**config.mk**
```make
export PLATFORM = sky130hd
export DESIGN_NAME = load_store_unit
export DESIGN_NICKNAME = d
export VERILOG_FILES = /design/src/rtl/lsu_pkg.sv /design/src/rtl/lsu_align.sv /design/src/rtl/load_store_unit.sv
export SDC_FILE = /design/constraint.sdc
export NUM_CORES = 1
export LEC_CHECK = 0
export ABC_CLOCK_PERIOD_IN_PS = 2700
export CORE_ASPECT_RATIO = 0.8
export CORE_MARGIN = 1.5
export CORE_UTILIZATION = 30
export DETAILED_ROUTE_END_ITERATION = 8
export GPL_ROUTABILITY_DRIVEN = 0
export PLACE_DENSITY = 0.61
export SLEW_MARGIN = 10
export SYNTH_ARGS = -nofsm -noshare
export SYNTH_HDL_FRONTEND = slang
export SYNTH_HIERARCHICAL = 1
export SYNTH_SLANG_ARGS = --single-unit
export TNS_END_PERCENT = 5
```
**constraint.sdc**
```tcl
create_clock -name clk -period 2.7 [get_ports clk]
set_input_delay 0.675 -clock clk [delete_from_list [all_inputs] [get_ports clk]]
set_output_delay 0.675 -clock clk [all_outputs]
set_load 0.03 [all_outputs]
```
**src/rtl/lsu_pkg.sv**
```systemverilog
// Shared definitions for the load/store unit: width codes, FSM states,
// response codes, and the request fault check.
package lsu_pkg;

  localparam int MEM_BYTES = 1024;

  localparam logic [2:0] F3_B  = 3'b000;
  localparam logic [2:0] F3_H  = 3'b001;
  localparam logic [2:0] F3_W  = 3'b010;
  localparam logic [2:0] F3_BU = 3'b100;
  localparam logic [2:0] F3_HU = 3'b101;

  typedef enum logic [1:0] {IDLE, READ, WRITE, RESP} state_t;

  localparam logic [1:0] ERR_OK       = 2'b00;
  localparam logic [1:0] ERR_MISALIGN = 2'b01;
  localparam logic [1:0] ERR_RANGE    = 2'b10;
  localparam logic [1:0] ERR_FUNCT3   = 2'b11;

  // Highest-priority fault wins: illegal funct3, then alignment, then range.
  function automatic logic [1:0] check_req(input logic write, input logic [2:0] funct3,
                                           input logic [31:0] addr);
    logic        legal;
    logic        misaligned;
    logic [32:0] last_byte;
    legal = write ? (funct3 == F3_B || funct3 == F3_H || funct3 == F3_W)
                  : (funct3 == F3_B || funct3 == F3_H || funct3 == F3_W ||
                     funct3 == F3_BU || funct3 == F3_HU);
    misaligned = ((funct3[1:0] == 2'b01) && addr[0]) ||
                 ((funct3[1:0] == 2'b10) && (addr[1:0] != 2'b00));
    // The memory always reads a full word, so the last touched byte is addr+3.
    last_byte = {1'b0, addr} + 33'd3;
    if (!legal)
      return ERR_FUNCT3;
    else if (misaligned)
      return ERR_MISALIGN;
    else if (last_byte > 33'(MEM_BYTES - 1))
      return ERR_RANGE;
    else
      return ERR_OK;
  endfunction

endpackage

```
**src/rtl/lsu_align.sv**
```systemverilog
// Combinational data path: load byte/halfword extraction with extension,
// and store merging of the new low bytes into the word read from memory.
module lsu_align
  import lsu_pkg::*;
(
  input  logic [2:0]  funct3,
  input  logic [31:0] mem_word,
  input  logic [31:0] store_data,
  output logic [31:0] load_data,
  output logic [31:0] merge_data
);

  logic [2:0] store_bytes;

  always_comb begin
    load_data = mem_word;
    case (funct3)
      F3_B:    load_data = {{24{mem_word[7]}}, mem_word[7:0]};
      F3_H:    load_data = {{16{mem_word[15]}}, mem_word[15:0]};
      F3_BU:   load_data = {24'b0, mem_word[7:0]};
      F3_HU:   load_data = {16'b0, mem_word[15:0]};
      default: load_data = mem_word;
    endcase
  end

  assign store_bytes = (funct3[1:0] == 2'b00) ? 3'd1 :
                       (funct3[1:0] == 2'b01) ? 3'd2 : 3'd4;

  for (genvar gi = 0; gi < 4; gi++) begin : g_lane
    assign merge_data[gi*8 +: 8] = (3'(gi) < store_bytes) ? store_data[gi*8 +: 8]
                                                          : mem_word[gi*8 +: 8];
  end

endmodule

```
**src/rtl/load_store_unit.sv**
```systemverilog
// Load/store unit: one outstanding request, byte/half/word access to a
// 1 KiB word-read memory, with read-modify-write for sub-word stores.
module load_store_unit
  import lsu_pkg::*;
(
  input  logic        clk,
  input  logic        reset,
  input  logic        req_valid,
  output logic        req_ready,
  input  logic        req_write,
  input  logic [2:0]  req_funct3,
  input  logic [31:0] req_addr,
  input  logic [31:0] req_wdata,
  output logic        resp_valid,
  input  logic        resp_ready,
  output logic [31:0] resp_rdata,
  output logic [1:0]  resp_err,
  output logic        mem_read,
  output logic        mem_write,
  output logic [31:0] mem_addr,
  output logic [31:0] mem_wdata,
  input  logic [31:0] mem_rdata
);

  state_t      state_reg, state_next;
  logic        write_reg, write_next;
  logic [2:0]  funct3_reg, funct3_next;
  logic [31:0] addr_reg, addr_next;
  logic [31:0] data_reg, data_next;
  logic [31:0] rdata_reg, rdata_next;
  logic [1:0]  err_reg, err_next;
  logic [1:0]  req_err;
  logic [31:0] load_data;
  logic [31:0] merge_data;

  assign req_err = check_req(req_write, req_funct3, req_addr);

  lsu_align u_align (
    .funct3     (funct3_reg),
    .mem_word   (mem_rdata),
    .store_data (data_reg),
    .load_data  (load_data),
    .merge_data (merge_data)
  );

  always_ff @(posedge clk or negedge reset) begin
    if (!reset) begin
      state_reg  <= IDLE;
      write_reg  <= 1'b0;
      funct3_reg <= 3'b0;
      addr_reg   <= 32'b0;
      data_reg   <= 32'b0;
      rdata_reg  <= 32'b0;
      err_reg    <= ERR_OK;
    end else begin
      state_reg  <= state_next;
      write_reg  <= write_next;
      funct3_reg <= funct3_next;
      addr_reg   <= addr_next;
      data_reg   <= data_next;
      rdata_reg  <= rdata_next;
      err_reg    <= err_next;
    end
  end

  always_comb begin
    state_next  = state_reg;
    write_next  = write_reg;
    funct3_next = funct3_reg;
    addr_next   = addr_reg;
    data_next   = data_reg;
    rdata_next  = rdata_reg;
    err_next    = err_reg;
    case (state_reg)
      IDLE: begin
        if (req_valid) begin
          write_next  = req_write;
          funct3_next = req_funct3;
          addr_next   = req_addr;
          data_next   = req_wdata;
          rdata_next  = 32'b0;
          err_next    = req_err;
          // Only a full-word store can skip the read of the old word.
          if (req_err != ERR_OK)
            state_next = RESP;
          else if (req_write && req_funct3 == F3_W)
            state_next = WRITE;
          else
            state_next = READ;
        end
      end
      READ: begin
        if (write_reg) begin
          data_next  = merge_data;
          state_next = WRITE;
        end else begin
          rdata_next = load_data;
          state_next = RESP;
        end
      end
      WRITE:   state_next = RESP;
      RESP:    if (resp_ready) state_next = IDLE;
      default: state_next = IDLE;
    endcase
  end

  always_comb begin
    req_ready  = (state_reg == IDLE);
    resp_valid = (state_reg == RESP);
    resp_rdata = (state_reg == RESP) ? rdata_reg : 32'b0;
    resp_err   = (state_reg == RESP) ? err_reg : ERR_OK;
    mem_read   = (state_reg == READ);
    mem_write  = (state_reg == WRITE);
    mem_addr   = (state_reg == READ || state_reg == WRITE) ? addr_reg : 32'b0;
    mem_wdata  = (state_reg == WRITE) ? data_reg : 32'b0;
  end

endmodule

```
Word level (Yosys, flattened, before mapping) --
Index checks and enable logic that the tools add are counted. W data, S select, Z words.
Cells by class: add/subtract/negate cells 1, order comparisons 5, eq/ne operators 21, muxes and demuxes 27, reductions and logical operators 23
Operators with widths (number):
- $mux W32 | 7
- $pmux W32 S2 | 2
- $pmux W32 S4 | 1
- $add A32 B2 Y33 const B | 1
- $gt A33 B10 Y1 const B | 1
- $mux W8 | 4
- $mux W2 | 8
- $reduce_and A4 Y1 | 4
- $eq A3 B3 Y1 const B | 4
- $ne A2 B2 Y1 const B | 6
- $pmux W2 S4 | 1
- $eq A2 B1 Y1 const B | 3
- $eq A2 B2 Y1 const B | 3
- $eq A3 B1 Y1 const B | 2
- $logic_not A3 Y1 | 2
- $logic_or A1 B1 Y1 | 6
- $lt A1 B3 Y1 const A | 2
- $lt A2 B3 Y1 const A | 2
- $mux W3 | 2
- $reduce_bool A2 Y1 | 3
- $logic_not A2 Y1 | 2
- $ne A2 B1 Y1 const B | 2
- $reduce_and A2 Y1 | 2
- $eq A3 B2 Y1 const B | 1
- other kinds (3) | 6
Storage, ports and cells: register bits after elaboration 104, output and inout port bits 102, logic and storage cells 87

Depth between registers and ports, before layout --
Gate-level depths: netlist of run 1.
word-level depth 11, depth in mapped cells 9

Hierarchy --
Netlist of run 1, hierarchy kept.
By module, submodules not included:
- load_store_unit | instances 1, cells each 531, area each 5487.8 µm², sequential area each 2602.5 µm²
- lsu_align | instances 1, cells each 93, area each 676.9 µm², sequential area each 0.0 µm²

Worst setup path after synthesis of run 1 --
OpenSTA, ideal clock, no wires.
kind input to register, start point input req_addr[0], end point register state_reg[0], library setup time 0.134 ns, data arrival time 2.492 ns, data required time 2.566 ns, path slack 0.074 ns, stages on the path 9, path buffers 0, cell sequence inv_1 -> ha_1 -> and4b_1 -> a311oi_1 -> a41oi_1 -> a2111oi_0 -> o221ai_2 -> nor4b_4 -> a31oi_1
On the way: word-level cells in the longest chain between the ends 9, elaborated cells on any way between the ends 13
Ends and longest elaborated chain:
- start: declaration | line load_store_unit.sv:12 | input logic [31:0] req_addr,
- $add A32 B2 Y33 / $reduce_bool A2 Y1 (equally long branches) | line lsu_pkg.sv:32, lsu_pkg.sv:30
- $gt A33 B10 Y1 / $logic_and A1 B1 Y1 (equally long branches) | line lsu_pkg.sv:37, lsu_pkg.sv:30
- $mux W2 / $logic_or A1 B1 Y1 (equally long branches) | line lsu_pkg.sv:37, lsu_pkg.sv:29
- $mux W2 (*) | line lsu_pkg.sv:35 | else if (misaligned)
- $mux W2 (*) | line lsu_pkg.sv:33 | if (!legal)
- $reduce_bool A2 Y1 (*) | line load_store_unit.sv:84 | if (req_err != ERR_OK)
- $mux W2 (*) | line load_store_unit.sv:84
- $mux W2 (*) | line load_store_unit.sv:76 | if (req_valid) begin
- $pmux W2 S4 (*) | line load_store_unit.sv:74 | case (state_reg)
- end signal: assignment | line load_store_unit.sv:56 | state_reg <= state_next;
- end: declaration | line load_store_unit.sv:25 | state_t state_reg, state_next;
Mark *: on every way between the ends. The rest lies on a longest branch, timed or not. The select of a mux whose other input is x is not followed. A chain may end at the register's enable or synchronous reset.

Worst setup path after layout of run 1 --
start point input req_addr[10], end point register state_reg[1]
On the way: word-level cells in the longest chain between the ends 9
Ends and longest elaborated chain:
- $add A32 B2 Y33 | line lsu_pkg.sv:32 | last_byte = {1'b0, addr} + 33'd3;
- $gt A33 B10 Y1 | line lsu_pkg.sv:37 | else if (last_byte > 33'(MEM_BYTES - 1))
- $mux W2 | line lsu_pkg.sv:37
- $mux W2 | line lsu_pkg.sv:35
- $mux W2 | line lsu_pkg.sv:33
- $reduce_bool A2 Y1 | line load_store_unit.sv:84
- $mux W2 | line load_store_unit.sv:84
- $mux W2 | line load_store_unit.sv:76
- $pmux W2 S4 | line load_store_unit.sv:74
Every way passes these cells. The select of a mux whose other input is x is not followed.

==> impl_metrics.json, run 1 <==
{
  "synth_top_area_share": 0.422,
  "ff2ff_path_depth": 8,
  "p_int_mw": 5.71,
  "std_cell_rows": 46,
  "synth_area_per_cell_um2": 9.88,
  "grt_pass1_wl_um": 29100,
  "power_frac_clock": 0.125,
  "fin_ws_ps": 57.1,
  "netlist_instances": 624,
  "via_count": 5302,
  "design_area_um2": 9020,
  "r2r_start": "state_reg[0]",
  "leakage_nw": 4.03,
  "grt_pass1_vias": 5238,
  "netlist_top_cells_area": "dfrtp_1 42%, and2_1 10%, mux2_2 9.9%, mux2i_1 5.8%, a22o_1 4.5%",
  "finalSetupViolations": 0,
  "endpoint": "state_reg[1]",
  "io_pins": 206,
  "die_h_um": 131,
  "cts_tree": "built",
  "core_um2": 20000,
  "synth_top_cell_by_area": "dfrtp_1",
  "synth_edf_count": 0,
  "clock_latency_ps": 350,
  "final_net_count": 960,
  "timing.rr.end": "state_reg[1]",
  "synth-async-reset-ratio": 1.00,
  "period_share": 0.979,
  "drtIter0Drc": 266,
  "grtUsageMet1": 0.241,
  "drtAntennaViolNets": 0,
  "hold_class": "in2async",
  "ys_warn_count": 6,
  "crit_type": "in2reg",
  "drc_errors": 0,
  "slew_headroom": 0.578,
  "p_seq_frac": 0.255,
  "synth_seq_area_share": 0.422,
  "syn_to_final_growth_pct": 46.3,
  "reg2reg_slack_ps": 680,
  "critPathArrivalTime_ps": 2860,
  "comb_power_share": 0.620,
  "period_needed_ps": 2640,
  "fin_skew_ps": 9.11,
  "viasPerCell": 4.74,
  "cts.clk_slew.worst_paths_ps": 70,
  "timing.hold.ws_ps": 341,
  "yosys.cell_types.count": 53,
  "drive_above_1_share": 0.309,
  "power.density_nw_per_um2": 1150,
  "antenna_cells": 0,
  "dp.cells": 1101,
  "crit_start": "req_addr[10]",
  "fmax_mhz": 378,
  "cts_root_buffer": "clkbuf_16",
  "power_mw": 10.4,
  "dp_hpwl_um": 13200,
  "post-place-ws_ps": -548,
  "placed_cell_area_um2": 8650,
  "swShare": 0.449,
  "cts_sinks": 104,
  "vdd_drop_max_v": 0.000575,
  "final_cell_mix": "154 x buf_4, 104 x dfrtp_1, 99 x and2_1, 99 x clkdlybuf4s50_1, 54 x mux2_2",
  "report.final.hold_viol_count": 0,
  "antenna_found_initial": 0,
  "die_w_um": 163,
  "critPathLaunchType": "input pin",
  "grt_usage": 0.172,
  "synth_fp_nets": 734,
  "htreeDepth": 3,
  "drv_slew": 0,
  "layoutNonFillerInstCount": 1119,
  "initial_core_util": 0.309,
  "io_buffers": 205,
  "grt_max_degree": 105,
  "met2_usage": 0.258,
  "ys.flop_type": "dfrtp_1",
  "die-area_um2": 21400,
  "cp_max_fo": 4,
  "netlist_area_um2": 6160,
  "cts_buffers": 9,
  "final_common_cell": "buf_4",
  "cts.path.max_buffers": 2,
  "grtUsageMet3": 0.0524,
  "status": "complete, no violations",
  "switching_power_mw": 4.65,
  "required_ps": 2920,
  "dr.pass1.iters": 4,
  "drt_wl_total_um": 17900,
  "avgRoutedWirePerCell_um": 16.0,
  "rsz0062_at_grt": "yes",
  "drv_cap": 0,
  "synth_seq_cells": 104,
  "cp-end-kind": "register",
  "gr-total-overflow": 0,
  "tightest_slew_ps": 634,
  "busiest_layer": "met2"
}
## power by group through the flow
| stage | combinational (mW) | sequential (mW) | clock [mW] |
|---|---|---|---|
| 5_1_grt | 6.95 | 2.74 | 1.42 |
| 4_1_cts | 6.51 | 2.64 | 1.36 |
| 3_5_place_dp | 6.49 | 2.67 | 0 |
| 3_3_place_gp | 6.45 | 2.66 | 0 |
| 6_report | 6.43 | 2.64 | 1.30 |
| 2_1_floorplan | 4.34 | 2.54 | 0 |
## repair_timing
item	4_1_cts	5_1_grt
endpoints found under the setup margin	3	21
resized for setup	11	8
buffers inserted	2	0
pin swaps	9	3
hold buffers	0	0
## cells in the mapped netlist, drive strengths merged, types with 6 or more instances
library cell	number
a21o	10
mux2i	36
nor2	49
buf	14
dfrtp	104
nand2	30
nand4	8
inv	8
and3	7
a21oi	36
and2	99
a22o	32
o21ai	23
mux2	56
ha	6
clkbuf	40
nand3	14
## cell type report
type | count | area (um^2)
inverter | 8 | 30.0
fill | 1916 | 11000
clock inverter | 5 | 38.8
sequential | 104 | 2600
clock buffer | 11 | 253
tap | 264 | 330
timing repair buffer | 269 | 2410
multi-input combinational | 458 | 3350
## logic make-up (layout without fill, tap and decap cells)
group,count (synthesis),in the layout,synth area share
mux,92,92,0.162
compound gates,122,122,0.138
buf+inv,62,293,0.0469
xor+xnor,1,1,0.00142
flops,104,104,0.422
simple gates,237,237,0.217
fa+ha+maj,6,6,0.0122
## worst max-delay path: stages
cell and delay [ps]:
clkdlybuf4s50_1 590, nand2_4 130, nor4_4 360, nand3_1 120, or3_1 340, a211oi_2 230
nor4b_4 290, a31oi_1 130
## layer usage
layer | up-vias | routed length, um
li1 | 2642 | -
met1 | 2504 | 8740
met2 | 143 | 7750
met3 | 13 | 1170
met4 | 0 | 238
met5 | - | 0
## metrics by stage
| step | TNS [ps] | utilization |
|---|---|---|
| floorplan | 0 | - |
| global placement | -1540 | 0.433 |
| detailed placement | -1630 | 0.433 |
| CTS | 0 | 0.449 |
| global route | -185 | 0.452 |
| finish | 0 | 0.452 |
## worst min path at each step
| stage | start | to | slack (ps) | cells after the start |
|---|---|---|---|---|
| global placement | addr_reg[29] | addr_reg[29] | 460 | 2 |
| floorplan | reset | addr_reg[0] | 380 | 0 |
| global route | reset | addr_reg[17] | 430 | 2 |
| CTS | reset | addr_reg[17] | 410 | 2 |
| finish | reset | addr_reg[17] | 340 | 2 |
| detailed placement | addr_reg[29] | addr_reg[29] | 460 | 2 |
No activity file was read; power rests on OpenSTA's default activity.
==> run 2: changes to the inputs <==
CAP_MARGIN = 20   (was unset)
==> results of run 2 <==
The final DEF is identical to that of run 1; final timing and power are the same.
==> run 3: changes to the inputs <==
ABC_CLOCK_PERIOD_IN_PS = unset   (was 2700)
CORE_ASPECT_RATIO = 0.6   (was 0.8)
==> impl_metrics.json, run 3 (synthesis results as in run 1) <==
{
  "status": "complete, no violations",
  "p_int_mw": 5.83,
  "layoutNonFillerInstCount": 1120,
  "rsz0062_at_grt": "yes",
  "drv_cap": 0,
  "leakage_nw": 4.08,
  "multi_input_area_um2": 3380,
  "hold_class": "in2async",
  "drc_errors": 0,
  "postCtsHoldBufs": 0,
  "cp_max_fo": 4,
  "grt_usage": 0.184,
  "timing.hold.ws_ps": 399,
  "dp_hpwl_um": 13900,
  "power_frac_clock": 0.131,
  "period_needed_ps": 2620,
  "seq_area_um2": 2600,
  "slew_headroom": 0.418,
  "cts.clk_slew.worst_paths_ps": 70,
  "final_common_cell": "buf_4",
  "crit_type": "in2reg",
  "antenna_found_initial": 0,
  "dr.pass1.iters": 4,
  "power_mw": 10.6,
  "final_cell_mix": "141 x buf_4, 104 x dfrtp_1, 99 x and2_1",
  "grt_pass1_vias": 5395,
  "cts_buffers": 9,
  "grt_pass1_wl_um": 30400,
  "comb_power_share": 0.620,
  "switching_power_mw": 4.78,
  "cp-end-kind": "register",
  "finalSetupViolations": 0,
  "critPathLaunchType": "input pin",
  "vdd_drop_max_v": 0.000593,
  "placed_cell_area_um2": 8660,
  "final_net_count": 952,
  "tns_ps": 0,
  "drive_above_1_share": 0.311,
  "initial_core_util": 0.307,
  "required_ps": 2930,
  "tightest_slew_ps": 871,
  "reg2reg_slack_ps": 560,
  "viasPerCell": 4.83,
  "drtIter0Drc": 307,
  "core_um2": 20100,
  "report.final.hold_viol_count": 0,
  "grt_max_degree": 105,
  "period_share": 0.970,
  "p_seq_frac": 0.248,
  "antenna_cells": 0,
  "drv_slew": 0,
  "gr-total-overflow": 0,
  "die_w_um": 188,
  "clock_latency_ps": 360,
  "cts.path.max_buffers": 2,
  "fmax_mhz": 382,
  "critPathArrivalTime_ps": 2850,
  "io_pins": 206,
  "drt_wl_total_um": 19400,
  "cts_sinks": 104,
  "dp.cells": 1102,
  "die_h_um": 114,
  "fillers": 1959,
  "die-area_um2": 21400,
  "syn_to_final_growth_pct": 47.5,
  "design_area_um2": 9090,
  "std_cell_rows": 40,
  "via_count": 5404,
  "power.density_nw_per_um2": 1170,
  "htreeDepth": 3,
  "swShare": 0.451,
  "cts_tree": "built",
  "io_buffers": 205,
  "fin_skew_ps": 8.20,
  "cts_root_buffer": "clkbuf_16",
  "drtAntennaViolNets": 0,
  "avgRoutedWirePerCell_um": 17.3
}
[run 3: what timing repair did]
action | CTS | global route
hold endpoints to repair | 0 | 0
pin swaps | 8 | 3
endpoints found under the setup margin | 3 | 4
setup buffers | 1 | 1
resized for setup | 16 | 17
[run 3: final cells by class]
type                            count  area share
Clock inverter                      5     0.00702
Clock buffer                       11      0.0267
Sequential cell                   104       0.286
Multi-Input combinational cell    458       0.372
Timing Repair Buffer              261       0.267
Tap cell                          273      0.0376
Inverter                            8     0.00330
[run 3: worst paths after layout]
path	to	startpoint	cells past startpoint
min in group clk	err_reg[0]	err_reg[0]	2
worst min-delay path	addr_reg[6]	reset	2
worst min register to register	err_reg[0]	err_reg[0]	2
worst max-delay path	state_reg[1]	req_addr[14]	8
max in group asynchronous	rdata_reg[12]	reset	2
worst max register to register	rdata_reg[6]	state_reg[1]	5
[run 3: routing by layer]
| layer | wire, um | global-route usage | share of wire |
|---|---|---|---|
| met5 | 0 | 0 | 0 |
| met1 | 10600 | 0.284 | 0.55 |
| met4 | 255 | 0.0437 | 0.013 |
| met2 | 7290 | 0.244 | 0.38 |
| met3 | 1260 | 0.0545 | 0.065 |
[run 3: through the flow]
| step | setup WS [ps] | utilization |
|---|---|---|
| after detailed placement | -649 | 0.431 |
| after floorplan | 73.8 | - |
| after CTS | 31.0 | 0.449 |
| final | 79.8 | 0.453 |
| after global routing | -11.1 | 0.453 |
| after global placement | -471 | 0.431 |
[run 3: worst max-delay path, stage by stage]
cell             delay, ps
clkdlybuf4s50_1        520
nand4_4                170
nor4_4                 390
nand3_1                120
or3_1                  340
a211oi_2               230
nor4b_4                290
a31oi_1                120
[run 3: power groups by stage]
| stage | clock network [mW] | registers, mW | logic, mW |
|---|---|---|---|
| floorplan | 0 | 2.54 | 4.34 |
| global placement | 0 | 2.64 | 6.58 |
| detailed placement | 0 | 2.66 | 6.63 |
| CTS | 1.46 | 2.64 | 6.65 |
| global route | 1.51 | 2.73 | 7.10 |
| finish | 1.39 | 2.64 | 6.58 |
==> patch, RTL diff (settings of run 2) <==
Make the reset (`reset`) synchronous in one clocked block.
--- a/src/rtl/load_store_unit.sv
+++ b/src/rtl/load_store_unit.sv
@@ -45,3 +45,3 @@
 
-  always_ff @(posedge clk or negedge reset) begin
+  always_ff @(posedge clk) begin
     if (!reset) begin
Function: differs if reset is asserted again (counterexample within 4 cycles, from zero or initial values and one cycle with reset low); with reset held inactive, the same outputs for 4 cycles.
==> patch against run 2 <==
- total power is 34% lower
- clock skew is 0.0026 ns higher
- non-clock buffer count is 14 lower
- routed wire length is 6.4% higher
- worst setup slack better by 0.080 ns
- worst hold slack better by 0.12 ns
- synthesized area is 0.87% higher
- sequential cell count stayed put
- via count is 9.8% higher
- cell area is 0.37% lower
- sequential power is 20% lower
- highest routed layer unchanged
==> patch: results (changes against run 2) <==
Global routing
  • Vias in the first global route: 5601 (+6.9%)
  • Grt met2 use: 0.267 (+0.00805)
  • Total GRT Usage: 0.175 (+0.00312)
  • First-pass GRT wire length: 30200 um (+3.8%)

Status
  • Status: complete, no violations

Pwr
  • Cell Int Power: 4000 uW (-30%)
  • Static leakage: 0.00389 uW (-3.5%)
  • Worst-case vdd ir drop: 0.575 mV (about the same)

Timing
  • Final worst slack: 0.137 ns (+0.0798 ns)
  • Hold_ws: 0.460 ns (+0.119 ns)
  • Clock Skew: 0.0117 ns (+0.00261 ns)

Drt
  • Metal-1 WL: 9280 um (+6.1%)
  • Routed via count: 5819 (+9.8%)
  • DRT iter0 DRCs: 314 (+18%)

Final layout
  • Ratio of cells with drive above 1 in the final layout: 0.227 (-0.0816)
  • Total Nets Final: 1047 (+9.1%)

Setup path
  • R2r setup slk: 0.70 ns (+0.02 ns)
  • Crit Reg-Reg Startpoint: state_reg[0]
  • Reg2reg path depth: 7 (-1)
  • Worst R2R End: rdata_reg[20]
  • Slowest stage delay, CP: 0.52 ns (-0.07 ns)
  • Critical Path Fanout Max: 5 (+1)

Placed design
  • Post-Place Cell Area: 8630 um^2 (-0.26%)

Yosys
  • Cell variety after synth: 57 (+7.5%)
  • Post-synthesis sequential area ratio: 0.335 (-0.0874)
  • Syn_nets: 851 (+16%)

Clock tree
  • PostCTS Resize Cnt: 5 (-6)
==> patch: metrics by stage <==
| stage | power (uW) | std cells |
|---|---|---|
| floorplan | 4390 | 741 |
| global placement | 5610 | 1187 |
| detailed placement | 5630 | 1187 |
| CTS | 6940 | 1205 |
| global route | 7330 | 1206 |
| finish | 6830 | 1206 |
==> patch: final cells by class <==
class | instances | area, um^2
Tap cell | 264 | 330
Fill cell | 2009 | 11100
Inverter | 9 | 47.5
Timing Repair Buffer | 255 | 2430
Multi-Input combinational cell | 558 | 3810
Sequential cell | 104 | 2080
Clock buffer | 11 | 243
Clock inverter | 5 | 38.8
==> patch: kinds of logic after synthesis <==
| family | after synthesis | share of synthesized area |
|---|---|---|
| XOR/XNOR | 5 | 0.00704 |
| AO/OA/AOI/OAI | 158 | 0.198 |
| adder cells (fa/ha/maj) | 6 | 0.0121 |
| multiplexers | 63 | 0.108 |
| buffers and inverters | 79 | 0.0608 |
| AND/OR/NAND/NOR | 326 | 0.280 |
| flip-flops | 104 | 0.335 |
